`src/rtl/counter_mod.sv`:
```
//==============================================================================
// Module   : counter_mod
// Purpose  : Programmable up/down event counter with wrap/saturate, load, clear,
//            registered terminal-count pulse and wrap-event counter.
//            Optional capture port set enabled by macro COUNTER_CAPTURE_EN.
// Revision : 1.0 - initial release
//==============================================================================
`default_nettype none

module counter_mod #(
  parameter int unsigned DATA_WIDTH = 32,
  parameter int unsigned OVF_WIDTH  = 8,
  parameter int unsigned RST_VALUE  = 0
) (
  input  logic                  clk_i,
  input  logic                  rst_i,
  input  logic                  clr_i,
  input  logic                  en_i,
  input  logic                  dir_i,
  input  logic                  sat_i,
  input  logic                  load_i,
  input  logic [DATA_WIDTH-1:0] load_val_i,
  input  logic [DATA_WIDTH-1:0] max_i,
`ifdef COUNTER_CAPTURE_EN
  input  logic                  capture_i,
  output logic [DATA_WIDTH-1:0] capt_o,
  output logic                  capt_valid_o,
`endif
  output logic [DATA_WIDTH-1:0] count_o,
  output logic                  tc_o,
  output logic [OVF_WIDTH-1:0]  wrap_cnt_o
);

  localparam logic [DATA_WIDTH-1:0] c_RST = DATA_WIDTH'(RST_VALUE);

  logic [DATA_WIDTH-1:0] r_count;
  logic                  r_tc;
  logic [OVF_WIDTH-1:0]  r_wrap;

  logic                  w_term;
  logic                  w_wrap;
  logic [DATA_WIDTH-1:0] w_next;

  // Up counting terminates at or beyond max so loaded values above it still wrap.
  always_comb begin
    w_term = dir_i ? (r_count == '0) : (r_count >= max_i);
    w_wrap = w_term & ~sat_i;
    w_next = r_count;
    if (!w_term) begin
      w_next = dir_i ? (r_count - 1'b1) : (r_count + 1'b1);
    end else if (!sat_i) begin
      w_next = dir_i ? max_i : '0;
    end
  end

  always_ff @(posedge clk_i) begin
    if (rst_i || clr_i) begin
      r_count <= c_RST;
      r_tc    <= 1'b0;
      r_wrap  <= '0;
    end else if (load_i) begin
      r_count <= load_val_i;
      r_tc    <= 1'b0;
    end else if (en_i) begin
      r_count <= w_next;
      r_tc    <= w_term;
      if (w_wrap) begin
        r_wrap <= r_wrap + 1'b1;
      end
    end else begin
      r_tc    <= 1'b0;
    end
  end

`ifdef COUNTER_CAPTURE_EN
  logic [DATA_WIDTH-1:0] r_capt;
  logic                  r_capt_valid;

  // Capture samples the pre-update count regardless of clear/load/step.
  always_ff @(posedge clk_i) begin
    if (rst_i) begin
      r_capt       <= '0;
      r_capt_valid <= 1'b0;
    end else begin
      r_capt_valid <= capture_i;
      if (capture_i) begin
        r_capt <= r_count;
      end
    end
  end

  assign capt_o       = r_capt;
  assign capt_valid_o = r_capt_valid;
`endif

  assign count_o    = r_count;
  assign tc_o       = r_tc;
  assign wrap_cnt_o = r_wrap;

endmodule

`default_nettype wire

```
`config.mk`:
```
export PLATFORM = sky130hd
export DESIGN_NAME = counter_mod
export DESIGN_NICKNAME = d
export VERILOG_FILES = /design/src/rtl/counter_mod.sv
export SDC_FILE = /design/constraint.sdc
export NUM_CORES = 1
export LEC_CHECK = 0
export ABC_AREA = 1
export CELL_PAD_IN_SITES_DETAIL_PLACEMENT = 1
export CELL_PAD_IN_SITES_GLOBAL_PLACEMENT = 2
export CORE_ASPECT_RATIO = 0.9
export CORE_MARGIN = 2
export CORE_UTILIZATION = 29
export CTS_CLUSTER_SIZE = 16
export DETAILED_ROUTE_END_ITERATION = 16
export GPL_TIMING_DRIVEN = 1
export PLACE_DENSITY_LB_ADDON = 0.1
export SLEW_MARGIN = 20
export SYNTH_ARGS = -nofsm -noshare
export SYNTH_HDL_FRONTEND = slang
export SYNTH_SLANG_ARGS = --single-unit
```
`constraint.sdc`:
```
create_clock -name clk_i -period 6.3 [get_ports clk_i]
set_clock_uncertainty 0.1 [all_clocks]
set_input_delay 1.26 -clock clk_i [delete_from_list [all_inputs] [get_ports clk_i]]
set_output_delay 1.26 -clock clk_i [all_outputs]
set_load 0.005 [all_outputs]
```
== Word-level counts from Yosys, hierarchy flattened ==
Cells that the tools add are included.
Storage, ports and cells
  flip-flop bits (word level): 41
  input bits: 71
  output and inout bits: 41
  logic and storage cells: 25
Cells by class
  add/sub/neg operators: 3
  magnitude comparators: 1
  equality and inequality tests: 1
  multiplexer cells: 7
  bitwise logic cells: 4
  reductions and logical operators: 6
Operators by type and width (number)
  $mux 32: 6
  $add 32x1->32 const B: 1
  $ge 32x32->1: 1
  $logic_not 32->1: 1
  $sub 32x1->32 const B: 1
  $add 8x1->8 const B: 1
  $ne 3x3->1 const B: 1
  $not 1->1: 3
  $reduce_and 3->1: 1
  $reduce_or 3->1: 1
  $reduce_and 2->1: 1
  $reduce_bool 2->1: 1
  $and 1x1->1: 1
  $logic_or 1x1->1: 1
  $mux 1: 1

== Longest topological paths before layout ==
Gate-level depths: netlist (run 1).
  depth in word-level cells: 5
  depth in mapped cells: 21
  gate-level depth less buffers: 20

== Least setup slack after synthesis (run 1) ==
Ideal clock, no wire load.
  kind: input to register
  start: in dir_i
  end: reg r_count[28], in the netlist count_o[28]
  library setup time: 128 ps
  arrival time: 3019 ps
  required time: 6072 ps
  setup slack: 3053 ps
  stages: 18
  path buffers: 2
  cell sequence: buf_6 > buf_2 > inv_1 > fa_1 > inv_1 > nand3_1 > nand3_1 > nand3_1 > nand3_1 > nand2_1 > nand2_1 > nand2_1 > nand2_1 > nand2_1 > nand3_1 > nor2_1 > nor2_1 > nor2_1
Between the ends
  word-level cells in the longest chain between the ends: 5
  elaborated cells between the ends (all ways): 9
  those cells by class: eq/ne: 1; mux: 7; reduce/logical: 1
Ends and longest elaborated chain
  start, declared: RTL line 19  | input logic dir_i,
  $mux 32: RTL line 52  | w_next = dir_i ? max_i : '0;
  $mux 32: RTL line 51  | end else if (!sat_i) begin
  $mux 32: RTL line 49  | if (!w_term) begin
  $mux 32: RTL line 64  | end else if (en_i) begin
  $mux 32: RTL line 61  | end else if (load_i) begin
  end signal, assigned: RTL line 58  | r_count <= c_RST;
  end signal, assigned: RTL line 62  | r_count <= load_val_i;
  end signal, assigned: RTL line 65  | r_count <= w_next;
  end, declared: RTL line 36  | logic [DATA_WIDTH-1:0] r_count;
Several ways; a longest one is shown, not always the timed one. The select of a mux whose other input is x is not followed.
A chain may end at the register's enable or synchronous reset.

== Worst setup path after layout (run 1) ==
  start: in max_i[31]
  end: reg r_wrap[5], in the netlist wrap_cnt_o[5]
Between the ends
  word-level cells in the longest chain between the ends: 4
Ends and longest elaborated chain
  start, declared: RTL line 23  | input logic [DATA_WIDTH-1:0] max_i,
  $ge 32x32->1: RTL line 46  | w_term = dir_i ? (r_count == '0) : (r_count >= max_i);
  $mux 1: RTL line 46
  $and 1x1->1: RTL line 47  | w_wrap = w_term & ~sat_i;
  $reduce_and 3->1 (no source line)
  end signal, assigned: RTL line 68  | r_wrap <= r_wrap + 1'b1;
  end, declared: RTL line 38  | logic [OVF_WIDTH-1:0] r_wrap;
Every way passes these cells.

==> flow_summary.toml, run 1 <==
[synthesis]
synth_cell_types = 40
yosys_warnings = 0
yosys-top-cells-count = "nand2_1 (393), nor2_1 (151), inv_1 (146)"
synth-edff-count = 0
synth_top_area_share_pct = 25.5
ys_seq_area_share_pct = 14.2
synthFlopType = "dfxtp_1"
synth_area_leaders = "nand2_1 (25%), dfxtp_1 (14%), ha_1 (14%), nor2_1 (9.8%), inv_1 (9.5%)"
synth_cells = 1046
ys_ff_latch = 41
syn_nets = 1181
async_reset_ff_share_pct = 0
yosysMostFrequentCell = "nand2_1"
syn_avg_cell_area_um2 = 5.54
syn_area_mm2 = 0.00580
synth_largest_area_cell = "nand2_1"

[grt]
antenna_found_initial = 0
grt_pass1_vias = 6704
gr-total-overflow = 0
grt_pass1_wl_um = 37400
grt_usage_pct = 22.3
grt_max_degree = 38

[floorplan]
dieHeight_um = 138
rows = 49
start_util_pct = 29.3
die_w_um = 153
num_io_pins = 112
design.die.area_mm2 = 0.0211
core_mm2 = 0.0198

[pwr]
vdd_drop_max_v = 0.0000834
finalPower_mw = 1.07
p_leak_nw = 3.89
power-per-cell-area_mw_per_mm2 = 147

[route]
viasPerCell = 4.74
drtAntennaViolNets = 0
routed_wl_um = 23700
num_vias = 6622
wl_per_cell_um = 16.9
dr.pass1.iters = 5
drc = 0
drt_iter0_drc = 261

[timing]
worst_pin_slew_ns = 0.946
min_period_over_period_pct = 64.8
max_freq_mhz = 245
setup-tns-final_ns = 0
fin_ws_ns = 2.22
rsz0062_at_grt = "no"
setup_viol = 0
max-slew-margin-rel_pct = 36.9
hold_viol = 0
fin_crit_ns = 4.08
report.final.slew_viol_count = 0

[job]
cap_viol_max_count = 0

[clock_network]
cts_buffers = 5
htreeDepth = 2
cts.repair.resized = 0
path_clk_slew_ns = 0.06
cts_tree = "yes"
clock_latency_ns = 0.29
postCtsSetupBuffers = 0
ctsLongestPathBuffers = 2
ctsHoldBuffers = 0
cts.sinks = 41
cts_root_buf = "clkbuf_16"

[final_layout]
n_antenna_cell = 0
multi_input_area_mm2 = 0.00422
seq_area_um2 = 821
design_area_mm2 = 0.00723
syn_to_final_growth_pct = 24.8
fin_nets = 1277
drive_gt1_share_pct = 2.63
nFillCells = 2712

[placed_design]
gp_congestion = 0.843
place_ws_ns = 1.87
post_dp_cell_area_mm2 = 0.00707
dpl.hpwl_um = 19200
io_buffers = 111

[setup_path]
end_kind = "flop"
cp_max_fo = 28
worstSetupStartpointType = "primary input"
arrival_ns = 4.17
crit_type = "primary input to flop"
worst_ep_required_time_ns = 6.38

[run_status]
status = "complete, no violations"

[hold_path]
hold_class = "flop to flop"
[cell families (layout without fill, tap and decap cells)]
group,after synthesis,after routing,share of synthesized area (%)
AOI/OAI and AO/OA,88,88,8.44
xor gates and xnor gates,23,23,3.48
adders and majority gates,64,64,13.9
buffers and inverters,177,273,13.0
DFF,41,41,14.2
and+or+nand+nor,653,653,47.0
[sequential cells by signal, summed over array words and instances (netlist names)]
signal,cells
wrap_cnt_o,8
count_o,32
tc_o,1
[power by group]
group	total, mW	leakage (nW)	switching (mW)	internal [mW]
Clock	0.302	0.0797	0.117	0.185
Sequential	0.299	0.335	0.0272	0.272
Combinational	0.465	3.47	0.280	0.185
Total	1.07	3.89	0.424	0.641
[stage by stage]
step                      std cells  hold slack, ns  util (%)
after detailed placement       1390           0.371      35.7
final                          1397           0.384      36.5
after floorplan                1046           0.370         -
after global routing           1397           0.427      36.5
after CTS                      1397           0.388      36.5
after global placement         1390           0.370      35.7
[cell type report]
type	count	area share [%]
multi-input combinational	828	58.4
clock buffer	5	1.73
tap	255	4.41
sequential	41	11.3
timing repair buffer	116	15.8
inverter	150	7.85
clock inverter	2	0.484
[worst paths after layout]
path / start / endpoint / slack [ns] / cells after the start
max reg2reg: count_o[6] / wrap_cnt_o[5] / 3.20 / 9
min reg2reg: wrap_cnt_o[6] / wrap_cnt_o[6] / 0.38 / 2
max: max_i[31] / wrap_cnt_o[5] / 2.22 / 14
min: wrap_cnt_o[6] / wrap_cnt_o[6] / 0.38 / 2
[metal layers]
| metal | vias up | part of all wire [%] | global-route usage [%] |
|---|---|---|---|
| li1 | 3459 | - | - |
| met1 | 3041 | 49 | 30.8 |
| met2 | 113 | 47 | 38.7 |
| met3 | 9 | 3.3 | 2.45 |
| met4 | 0 | 0.58 | 2.92 |
| met5 | - | 0 | 0 |
[cell usage in the layout, fill, tap and decap left out, types with 7 or more instances in the layout]
| master | instances |
|---|---|
| o21ai_1 | 8 |
| o21ai_0 | 12 |
| a21oi_1 | 52 |
| ha_1 | 63 |
| xor2_1 | 10 |
| dfxtp_1 | 41 |
| nand3b_1 | 7 |
| o21bai_1 | 8 |
| nor2_1 | 151 |
| nand3_1 | 62 |
| xnor2_1 | 13 |
| clkdlybuf4s50_1 | 110 |
| nand4_1 | 15 |
| inv_1 | 146 |
| nand2_1 | 393 |
[critical path, cell delays in order]
cell	delay (ns)
clkdlybuf4s50_1	0.48
inv_1	0.05
ha_1	0.29
nand2_1	0.07
nor2_1	0.15
nand4_1	0.13
nor2_1	0.21
nand2_1	0.12
nand2_4	0.28
nand2_8	0.20
inv_4	0.34
nand3_2	0.28
o21ai_0	0.24
nor2_1	0.06
(Power assumes the default switching activity.)
==> inputs of run 2 (changes only) <==
CORE_UTILIZATION = 24   (was 29)
clock period = 3.35 ns   (was 6.3 ns; I/O delays follow)
==> run 2 against run 1 <==
Routed wire length up 5.9%. Worst hold slack better by 0.016 ns. Critical path type unchanged. First-iteration DRC count is 16% higher. Count of clock-buffer cells in the layout increased by 2. Cell count rose by 6.1%. Sequential power increased by 86%. Combinational power grew 100%. Highest routed layer unchanged. Sequential cell count is the same.
==> flow_summary.toml, run 2 (synthesized netlist as in run 1, its figures left out) <==
[run_status]
status = "complete, no violations"

[timing]
fin_crit_ns = 3.03
worst_pin_slew_ns = 0.843
setup_viol = 0
report.final.slew_viol_count = 0
hold_viol = 0
setup-tns-final_ns = 0
rsz0062_at_grt = "no"
max-slew-margin-rel_pct = 43.6
max_freq_mhz = 330
min_period_over_period_pct = 90.5

[setup_path]
cp_max_fo = 10
rr_worst_depth = 8
worst_ep_required_time_ns = 3.44
end_kind = "flop"
r2r_slack_ns = 0.48
worstSetupStartpointType = "primary input"
rr_endpoint = "wrap_cnt_o[5]"
crit_type = "primary input to flop"
crit_end = "wrap_cnt_o[5]"
regToRegStartpoint = "count_o[28]"
arrival_ns = 3.12
cp-startpoint = "max_i[7]"

[route]
drc = 0
wl_per_cell_um = 16.9
dr.pass1.iters = 5
routed_wl_um = 25100
drt_iter0_drc = 304
num_vias = 6694
viasPerCell = 4.52
drtAntennaViolNets = 0

[floorplan]
start_util_pct = 24.6
die_w_um = 168
design.die.area_mm2 = 0.0254
dieHeight_um = 151
num_io_pins = 112
core_mm2 = 0.0235
rows = 53

[pwr]
p_int_mw = 1.27
pwr-share-clk_pct = 28.7
switching_share_pct = 39.1
pwr-share-seq_pct = 26.6
vdd_drop_max_v = 0.000193
power-per-cell-area_mw_per_mm2 = 275
p_comb_share_pct = 44.7
switching_power_mw = 0.818
p_leak_nw = 4.07

[hold_path]
hold_class = "flop to flop"

[grt]
gr-total-overflow = 0
grt_usage_pct = 20.2
grt_max_degree = 30
grt_pass1_wl_um = 39100
grt_pass1_vias = 6847
antenna_found_initial = 1

[job]
cap_viol_max_count = 0

[final_layout]
syn_to_final_growth_pct = 31.0
final_cell_mix = "nand2_1 (393), nor2_1 (151), inv_1 (146)"
design_area_mm2 = 0.00759
fin_nets = 1313
final_common_cell = "nand2_1"
largest_reg_flops = 32
seq_area_um2 = 821
drive_gt1_share_pct = 5.60
multi_input_area_mm2 = 0.00422
nFillCells = 3151

[clock_network]
clock_latency_ns = 0.30
cts.sinks = 41
path_clk_slew_ns = 0.06
htreeDepth = 2
cts_root_buf = "clkbuf_16"
ctsLongestPathBuffers = 2
cts.repair.resized = 0
postCtsSetupBuffers = 0
cts_tree = "yes"
cts_buffers = 5
ctsHoldBuffers = 0

[placed_design]
dpl.hpwl_um = 20900
gp_congestion = 0.821
io_buffers = 111
post_dp_cell_area_mm2 = 0.00741
-- run 2: changes by cell type in the layout (fill, tap and decap cells not counted), sizes merged --
cell,delta
buf,+36
clkbuf,+2
clkinv,-1
diode,+1
-- run 2: worst max-delay path, stage by stage --
cell and delay, ns:
clkdlybuf4s50_1 0.48, inv_1 0.05, ha_1 0.28, nand2_1 0.07, nor2_1 0.15, nand2_1 0.08, nand2_1 0.07, nor2_1 0.04
nand2_1 0.09, nand2_1 0.06, nand2_1 0.12, nand2_1 0.11, nand2_4 0.12, nand2_8 0.08, inv_4 0.15, nand3_2 0.21
o21ai_0 0.22, nor2_1 0.06
-- run 2: layout make-up --
type | instances | area share (%)
Timing Repair Buffer | 152 | 18.8
Tap cell | 302 | 4.98
Multi-Input combinational cell | 828 | 55.6
Clock inverter | 1 | 0.396
Clock buffer | 7 | 1.88
Antenna cell | 1 | 0.0330
Sequential cell | 41 | 10.8
Inverter | 150 | 7.48
-- run 2: metrics by stage --
step / hold slack, ns / cells / setup slack (ns) / util (%) / power [mW]
after floorplan: 0.370 / 1046 / 0.693 / - / 1.11
after global placement: 0.397 / 1473 / 0.108 / 31.5 / 1.51
after detailed placement: 0.384 / 1473 / 0.0208 / 31.5 / 1.52
after CTS: 0.401 / 1481 / 0.330 / 32.2 / 2.12
after global routing: 0.425 / 1481 / 0.100 / 32.2 / 2.26
final: 0.399 / 1482 / 0.318 / 32.2 / 2.09
-- run 2: how the worst min path moves through the flow --
stage	depth (start not counted)	start	to	slack, ns
after floorplan	2	wrap_cnt_o[6]	wrap_cnt_o[6]	0.37
after global placement	2	wrap_cnt_o[1]	wrap_cnt_o[1]	0.40
after detailed placement	2	wrap_cnt_o[6]	wrap_cnt_o[6]	0.38
after CTS	2	wrap_cnt_o[6]	wrap_cnt_o[6]	0.40
after global routing	2	wrap_cnt_o[6]	wrap_cnt_o[6]	0.42
final	2	wrap_cnt_o[6]	wrap_cnt_o[6]	0.40
-- run 2: routing by layer --
layer  wire, µm  global-route usage, %  vias up
met3        727                   2.53       17
met5          0                      0        -
li1           -                      -     3530
met2      11500                   35.1      100
met1      12500                   27.2     3047
met4        402                   3.74        0
-- run 2: power by group through the flow --
| stage | sequential (mW) | clock, mW | combinational (mW) |
|---|---|---|---|
| 2_1_floorplan | 0.548 | 0 | 0.560 |
| 3_3_place_gp | 0.569 | 0 | 0.944 |
| 3_5_place_dp | 0.569 | 0 | 0.948 |
| 4_1_cts | 0.558 | 0.614 | 0.953 |
| 5_1_grt | 0.559 | 0.632 | 1.06 |
| 6_report | 0.556 | 0.600 | 0.934 |
